$ cat src/rtl/fifo_pkg.sv
// Shared widths, pointer type and read-mode selectors
// for the single-clock FIFO.
package fifo_pkg;

  localparam int DEF_ADDR_WIDTH = 4;
  localparam int DEF_DATA_WIDTH = 8;

  localparam int MODE_STD  = 0;
  localparam int MODE_FWFT = 1;

  typedef logic [DEF_ADDR_WIDTH:0] ptr_t;

endpackage

$ cat src/rtl/sdpram_sc.sv
// Single-clock simple dual-port RAM with registered read.
// Only the output register is reset; the array is not.
module sdpram_sc #(
  parameter int ADDR_WIDTH = 4,
  parameter int DATA_WIDTH = 8
) (
  input  logic                  clk,
  input  logic                  rst,
  input  logic                  clr,
  input  logic                  we,
  input  logic [ADDR_WIDTH-1:0] waddr,
  input  logic [DATA_WIDTH-1:0] wdata,
  input  logic                  re,
  input  logic [ADDR_WIDTH-1:0] raddr,
  output logic [DATA_WIDTH-1:0] rdata
);

  logic [DATA_WIDTH-1:0] mem [2**ADDR_WIDTH];

  always_ff @(posedge clk) begin
    if (we) mem[waddr] <= wdata;
  end

  always_ff @(posedge clk or posedge rst) begin
    if (rst) begin
      rdata <= '0;
    end else if (clr) begin
      rdata <= '0;
    end else if (re) begin
      rdata <= mem[raddr];
    end
  end

endmodule

$ cat src/rtl/sync_fifo_ctrl.sv
// Single-clock FIFO controller: pointers, count, flags,
// sticky errors and optional first-word-fall-through.
module sync_fifo_ctrl
  import fifo_pkg::*;
#(
  parameter int ADDR_WIDTH = DEF_ADDR_WIDTH,
  parameter int DATA_WIDTH = DEF_DATA_WIDTH,
  parameter int FWFT       = MODE_STD,
  parameter int AF_THRESH  = (2**ADDR_WIDTH) - 2,
  parameter int AE_THRESH  = 2
) (
  input  logic                  clk,
  input  logic                  rst,
  input  logic                  clr,
  input  logic                  wr_en,
  input  logic [DATA_WIDTH-1:0] wr_data,
  output logic                  full,
  output logic                  almost_full,
  input  logic                  rd_en,
  output logic [DATA_WIDTH-1:0] rd_data,
  output logic                  rd_valid,
  output logic                  empty,
  output logic                  almost_empty,
  output logic [ADDR_WIDTH:0]   count,
  output logic                  overflow,
  output logic                  underflow
);

  typedef logic [ADDR_WIDTH:0] cnt_t;

  localparam cnt_t DEPTH   = cnt_t'(2**ADDR_WIDTH);
  localparam cnt_t AF      = cnt_t'(AF_THRESH);
  localparam cnt_t AE      = cnt_t'(AE_THRESH);
  localparam bit   IS_FWFT = (FWFT == MODE_FWFT);

  cnt_t wr_ptr, rd_ptr;
  cnt_t wr_ptr_n, rd_ptr_n, cnt_n;
  logic hv, hv_n;
  logic wr_acc, pop, re;
  logic rv_n, empty_n;

  // In FWFT mode rd_ptr is the fetch pointer into the RAM and
  // the RAM output register is the head word when hv is set.
  always_comb begin
    wr_acc   = wr_en && !full && !clr;
    pop      = rd_en && !empty && !clr;
    re       = 1'b0;
    hv_n     = 1'b0;
    rv_n     = 1'b0;
    wr_ptr_n = wr_ptr + cnt_t'(wr_acc);
    if (IS_FWFT) begin
      re   = (wr_ptr != rd_ptr) && (!hv || pop) && !clr;
      hv_n = re || (hv && !pop);
      rv_n = hv_n;
    end else begin
      re   = pop;
      rv_n = pop;
    end
    rd_ptr_n = rd_ptr + cnt_t'(re);
    cnt_n    = wr_ptr_n - rd_ptr_n + cnt_t'(hv_n);
    if (clr) begin
      wr_ptr_n = '0;
      rd_ptr_n = '0;
      cnt_n    = '0;
    end
    empty_n = IS_FWFT ? !hv_n : (cnt_n == '0);
  end

  always_ff @(posedge clk or posedge rst) begin
    if (rst) begin
      wr_ptr       <= '0;
      rd_ptr       <= '0;
      hv           <= 1'b0;
      count        <= '0;
      full         <= 1'b0;
      almost_full  <= 1'b0;
      empty        <= 1'b1;
      almost_empty <= 1'b1;
      rd_valid     <= 1'b0;
      overflow     <= 1'b0;
      underflow    <= 1'b0;
    end else begin
      wr_ptr       <= wr_ptr_n;
      rd_ptr       <= rd_ptr_n;
      hv           <= hv_n;
      count        <= cnt_n;
      full         <= (cnt_n == DEPTH);
      almost_full  <= (cnt_n >= AF);
      empty        <= empty_n;
      almost_empty <= (cnt_n <= AE);
      rd_valid     <= rv_n;
      overflow     <= !clr && (overflow || (wr_en && full));
      underflow    <= !clr && (underflow || (rd_en && empty));
    end
  end

  sdpram_sc #(
    .ADDR_WIDTH(ADDR_WIDTH),
    .DATA_WIDTH(DATA_WIDTH)
  ) u_ram (
    .clk  (clk),
    .rst  (rst),
    .clr  (clr),
    .we   (wr_acc),
    .waddr(wr_ptr[ADDR_WIDTH-1:0]),
    .wdata(wr_data),
    .re   (re),
    .raddr(rd_ptr[ADDR_WIDTH-1:0]),
    .rdata(rd_data)
  );

endmodule

$ cat config.mk
export PLATFORM = sky130hd
export DESIGN_NAME = sync_fifo_ctrl
export DESIGN_NICKNAME = d
export VERILOG_FILES = /design/src/rtl/fifo_pkg.sv /design/src/rtl/sdpram_sc.sv /design/src/rtl/sync_fifo_ctrl.sv
export SDC_FILE = /design/constraint.sdc
export NUM_CORES = 1
export LEC_CHECK = 0
export CELL_PAD_IN_SITES_DETAIL_PLACEMENT = 2
export CELL_PAD_IN_SITES_GLOBAL_PLACEMENT = 2
export CORE_ASPECT_RATIO = 0.6
export CORE_MARGIN = 2
export CORE_UTILIZATION = 35
export CTS_BUF_LIST = sky130_fd_sc_hd__clkbuf_8
export CTS_CLUSTER_SIZE = 12
export DETAILED_ROUTE_END_ITERATION = 10
export PLACE_DENSITY = 0.76
export SLEW_MARGIN = 5
export SYNTH_ARGS = -nofsm -noshare
export SYNTH_HDL_FRONTEND = slang
export SYNTH_SLANG_ARGS = --single-unit
$ cat constraint.sdc
create_clock -name clk -period 2.5 [get_ports clk]
set_clock_uncertainty 0.2 [all_clocks]
set_input_delay 0.375 -clock clk [delete_from_list [all_inputs] [get_ports clk]]
set_output_delay 0.375 -clock clk [all_outputs]
set_load 0.01 [all_outputs]
# [Word-level counts from Yosys, hierarchy flattened]
# Memories as Yosys holds them, arrays and structs flattened.
# Index checks and enable logic that the tools add are counted.
[totals] register_bits=30 mem_bits_rw=128 input_bits=13 output_inout_bits=20 elab_cells=40 n_memories=1
[mem_list] name="u_ram.mem" words=16 word_bits=8 read_ports=1 rd_ports_with_merged_regs=0 wr=1 line_no="sdpram_sc.sv:18" text="logic [DATA_WIDTH-1:0] mem [2**ADDR_WIDTH];"
[classes] addsub=3 magnitude_cmp=2 n_eq_ne=1 n_mux=7 reduce_logical=15
[op_table] op="8-bit 2-to-1 mux" count=2
[op_table] op="5-bit 2-to-1 mux" count=3
[op_table] op="5-bit by 1-bit adder with 5-bit output" count=2
[op_table] op="1-bit logical AND" count=8
[op_table] op="5-bit equality test, second input constant" count=1
[op_table] op="5-bit by 4-bit >= comparator with 1-bit output, second input constant" count=1
[op_table] op="5-bit by 2-bit less-or-equal comparator with 1-bit output, second input constant" count=1
[op_table] op="5-bit logical NOT" count=1
[op_table] op="5-bit subtractor" count=1
[op_table] op="1-bit logical NOT" count=3
[op_table] op="1-bit logical OR" count=2
[op_table] op="1-bit 2-to-1 mux" count=2
[op_table] op="2-bit nonzero test" count=1

# [Longest topological paths before layout]
[logic_depth] depth_word=7 ltp_mapped=12

# [Modules after synthesis]
# Synthesis repeated with hierarchy kept, for this count alone.
[unflattened] hier_cells=407 area_unflattened_um2=6396.1
[by_module_without_submodules] module="sdpram_sc" instances=1 cells_each=323 area_per_inst_um2=5377.7
[by_module_without_submodules] module="sync_fifo_ctrl" instances=1 cells_each=84 area_per_inst_um2=1018.5

# [Least setup slack after synthesis]
# Ideal clock, no wire load.
[synth_path] path_type="in2reg" start="input clr" end="register almost_empty" setup_time_ns=0.099 arrival_time_ns=2.511 t_required_ns=2.201 path_slack_ns=-0.311 stages=10 path_buffers=1 cell_sequence="buf_6 nor3b_4 ha_1 ha_1 fa_1 a21o_1 a21oi_1 xnor3_2 nor2_4 a2111oi_4"
[synth_between] elab_chain_len=6 word_cells_on_any_way=8
[synth_rtl] item="start, declared" line_no="sync_fifo_ctrl.sv:14" text="input logic clr,"
[synth_rtl] item="1-bit logical NOT" line_no="sync_fifo_ctrl.sv:45, sync_fifo_ctrl.sv:46"
[synth_rtl] item="1-bit logical AND (on tied branches)" line_no="sync_fifo_ctrl.sv:45, sync_fifo_ctrl.sv:46"
[synth_rtl] item="5-bit by 1-bit adder with 5-bit output (on tied branches)" line_no="sync_fifo_ctrl.sv:50, sync_fifo_ctrl.sv:59"
[synth_rtl] item="5-bit subtractor" line_no="sync_fifo_ctrl.sv:60" text="cnt_n = wr_ptr_n - rd_ptr_n + cnt_t'(hv_n);"
[synth_rtl] item="5-bit 2-to-1 mux *" line_no="sync_fifo_ctrl.sv:61" text="if (clr) begin"
[synth_rtl] item="named net cnt_n[4]" line_no="sync_fifo_ctrl.sv:37" text="cnt_t wr_ptr_n, rd_ptr_n, cnt_n;"
[synth_rtl] item="5-bit by 2-bit less-or-equal comparator with 1-bit output *" line_no="sync_fifo_ctrl.sv:90" text="almost_empty <= (cnt_n <= AE);"
[synth_rtl] item="end signal, assigned" line_no="sync_fifo_ctrl.sv:90"
[synth_rtl] item="end, declared" line_no="sync_fifo_ctrl.sv:23" text="output logic almost_empty,"
# Mark *: on every way through the listed nets, which the timed path passes. The rest lies on a longest branch.
# A chain may end at the register's enable or synchronous reset.

# [Worst setup path in the final report]
[layout_path] start="register empty" end="register empty"
[layout_between] elab_chain_len=7
[layout_rtl] item="start, declared" line_no="sync_fifo_ctrl.sv:22" text="output logic empty,"
[layout_rtl] item="start signal, assigned" line_no="sync_fifo_ctrl.sv:89" text="empty <= empty_n;"
[layout_rtl] item="1-bit logical NOT" line_no="sync_fifo_ctrl.sv:46" text="pop = rd_en && !empty && !clr;"
[layout_rtl] item="1-bit logical AND (2 in a row)" line_no="sync_fifo_ctrl.sv:46"
[layout_rtl] item="named net pop" line_no="sync_fifo_ctrl.sv:39" text="logic wr_acc, pop, re;"
[layout_rtl] item="5-bit by 1-bit adder with 5-bit output" line_no="sync_fifo_ctrl.sv:59" text="rd_ptr_n = rd_ptr + cnt_t'(re);"
[layout_rtl] item="5-bit subtractor" line_no="sync_fifo_ctrl.sv:60"
[layout_rtl] item="5-bit 2-to-1 mux" line_no="sync_fifo_ctrl.sv:61"
[layout_rtl] item="5-bit logical NOT" line_no="sync_fifo_ctrl.sv:66" text="empty_n = IS_FWFT ? !hv_n : (cnt_n == '0);"
[layout_rtl] item="named net empty_n" line_no="sync_fifo_ctrl.sv:40" text="logic rv_n, empty_n;"
# The timed path passes the listed nets, and every way through them passes these cells.

==> summary.md <==
| Metric | Value |
|---|---|
| Status | `finished, violations left` |
| Failing checks | `setup timing` |
| Most frequent cells in the layout | `128 x edfxtp_1, 48 x buf_4, 32 x mux4_2` |
| CTS tree | `yes` |
| Initial Utilization | `0.362` |
| Final hold violations | `0` |
| Place WS | `-995 ps` |
| Placed insts | `627` |
| FF-to-FF Start | `empty` |
| Post-DR vias/cell | `5.12` |
| Hold buffer count at cts | `0` |
| Number of global-route vias before repair | `3891` |
| Final net count | `440` |
| PD cells | `718 nW/um2` |
| #FFs+latches synth | `158` |
| Fmax | `337 MHz` |
| Root buffer cell | `clkbuf_8` |
| Rows | `37` |
| Area grow syn2layout | `24.0%` |
| Initial antenna violation count | `0` |
| Cell Area, Synth | `6280 um2` |
| DP HPWL | `11000 um` |
| Post-synthesis net count | `353` |
| Vias | `3403` |
| LEAKAGE | `0.00264 uW` |
| RSZ-0062 raised after global routing | `true` |
| Max incr delay on CP | `620 ps` |
| Share of layout cells above drive strength 1 | `0.341` |
| Placer Congestion | `0.770` |
| Rel. slew slack | `0.267` |
| Total track usage | `0.193` |
| R2R Setup Slk | `-470 ps` |
| CP required | `2640 ps` |
| Post-layout util | `0.449` |
| CTS max path bufs | `2` |
| Fin crit share | `1.19` |
| Register area share after synthesis | `0.732` |
| Max IR drop VDD | `257 uV` |
| Setup CP Type | `reg2reg` |
| Die Height | `108 um` |
| Pre-antenna DRT Iters | `4` |
| WHS | `146 ps` |
| Largest net degree at the start of global routing | `33` |
| Remaining antenna violation count after routing | `0` |
| Clock latency on the worst-skew pair | `460 ps` |
| Crit start category | `register` |
| Worst-path clk slew | `100 ps` |
| WL/cell | `26.0 um` |
| R2R cell count | `10` |
| Reg2reg end | `empty` |
| Final min period | `2970 ps` |
| Met2 usage | `0.310` |
| Die Wd | `177 um` |
| Most common cell after layout, fill and taps aside | `edfxtp_1` |
| Post-Layout Cell Count | `665` |
| Hold Crit Class | `in2async` |
| Maximum fanout along the worst path | `3` |
| Initial DRC Count | `300` |
| Die area | `19100 um2` |
| Worst EP arrival | `3110 ps` |
| Remaining global-route overflow | `0` |
| CTS H-Tree Depth | `4` |
| Cell count after synthesis | `331` |
| Avg Inst Size Synth | `19.0 um2` |
| Global-route wire length before repair | `25800 um` |
| Number of top-level pins | `33` |
| CTS Buf Count | `17` |
| DR DRC count | `0` |
| Layer with the highest usage | `met2` |
| CTS Sinks | `158` |
| Total core area | `17400 um2` |
| Ant diodes | `0` |
| Final WL | `17300 um` |
| Crit. End Element | `register` |
| Met1 usage | `0.266` |
| Finish-stage setup viols | `5` |
| Worst setup margin | `-472 ps` |
| Max Cap Viol | `0` |
| CP max-delay cell | `dfstp_2` |
| Pins Over Slew Limit | `0` |
| Warnings from Yosys | `0` |
| CP cell instances | `nor3b_4 > ha_4 > ha_4 > inv_4 > ha_1 > nor2b_4 > o21ai_4 > nor3b_4 > o2111ai_2 > a21oi_1` |
| Met3 Track Usage GR | `0.0392` |
| Unique masters post-synth | `36` |
| Worst-Margin Slew | `1100 ps` |
| Port Buffer Count | `32` |
## report_power, final
| part | switching [uW] | total, uW | internal, uW | leakage [uW] |
|---|---|---|---|---|
| Sequential | 54.5 | 2980 | 2920 | 0.00156 |
| Clock | 1060 | 1890 | 830 | 0.000186 |
| Combinational | 374 | 728 | 354 | 0.000893 |
## per-layer routing
| layer | vias up | share of wire |
|---|---|---|
| met1 | 1846 | 0.47 |
| met4 | 0 | 0.023 |
| met5 | - | 0 |
| li1 | 1460 | - |
| met2 | 73 | 0.48 |
| met3 | 24 | 0.029 |
## kinds of logic (layout without fill, tap and decap cells)
kind of cell    after synthesis  count (layout)  share of synthesized area
flops                       158             158                      0.732
simple gates                 59              59                     0.0482
mux                          48              48                      0.140
compound gates               27              27                     0.0271
buf+inv                      22             122                     0.0203
fa+ha+maj                     9               9                     0.0191
xor+xnor                      8               8                     0.0135
## critical path: cells and delay by family (launching register included)
kind,cells,cell delay [ps]
AO/OA/AOI/OAI,3,750
adder cells (fa/ha/maj),3,730
buffers and inverters,1,40
flip-flops,1,620
AND/OR/NAND/NOR,3,500
## how the worst max path moves through the flow
stage / from / to / slack [ps]
after floorplan: clr / almost_full / -170
after global placement: clr / almost_full / -700
final: empty / empty / -470
after global routing: empty / empty / -510
after detailed placement: clr / full / -990
after CTS: empty / almost_empty / -250
## cell usage after synthesis, drive strengths merged
master | count | share of area
nor3 | 6 | 0.0048
a21oi | 13 | 0.010
mux2i | 16 | 0.025
inv | 8 | 0.0048
a2111oi | 1 | 0.0044
nand2 | 2 | 0.0012
o2111ai | 1 | 0.0014
a21o | 1 | 0.0012
nor3b | 3 | 0.0054
a31o | 1 | 0.0014
nand3 | 5 | 0.0048
xnor2 | 3 | 0.0042
a21boi | 1 | 0.0012
or3b | 1 | 0.0014
xor2 | 4 | 0.0056
mux4 | 32 | 0.11
o21ai | 9 | 0.0072
dfstp | 2 | 0.0084
edfxtp | 128 | 0.61
nand2b | 3 | 0.0030
ha | 8 | 0.016
nor2b | 3 | 0.0030
xnor3 | 1 | 0.0038
clkbuf | 2 | 0.0012
dfrtp | 28 | 0.11
and2 | 2 | 0.0020
buf | 12 | 0.014
fa | 1 | 0.0032
nor2 | 32 | 0.020
nand3b | 2 | 0.0024
## state kept, by name (all words and copies together) (netlist names), 5 cells and up
signal	count
u_ram.mem	128
u_ram.rdata	8
count	5
rd_ptr	5
wr_ptr	5
## what timing repair did
item,in CTS,in global routing
buffers inserted,5,1
resized for setup,24,7
setup endpoints to repair,7,7
pin swaps,16,10
## through the flow
stage	setup TNS [ps]	cell area [um2]	power, uW
floorplan	-542	6350	3340
global placement	-12270	7200	3610
detailed placement	-17840	7200	3660
CTS	-1010	7740	5570
global route	-1920	7790	5780
finish	-1580	7790	5590
## cell type report
type,instances,area (um2)
clock buffers,18,248
multi-input cells,151,1780
well taps,234,293
inverters,8,35.0
fillers,1616,9570
repair buffers,82,711
clock inverters,14,133
flip-flops and latches,158,4600
Power figures use the tool's default switching activity.
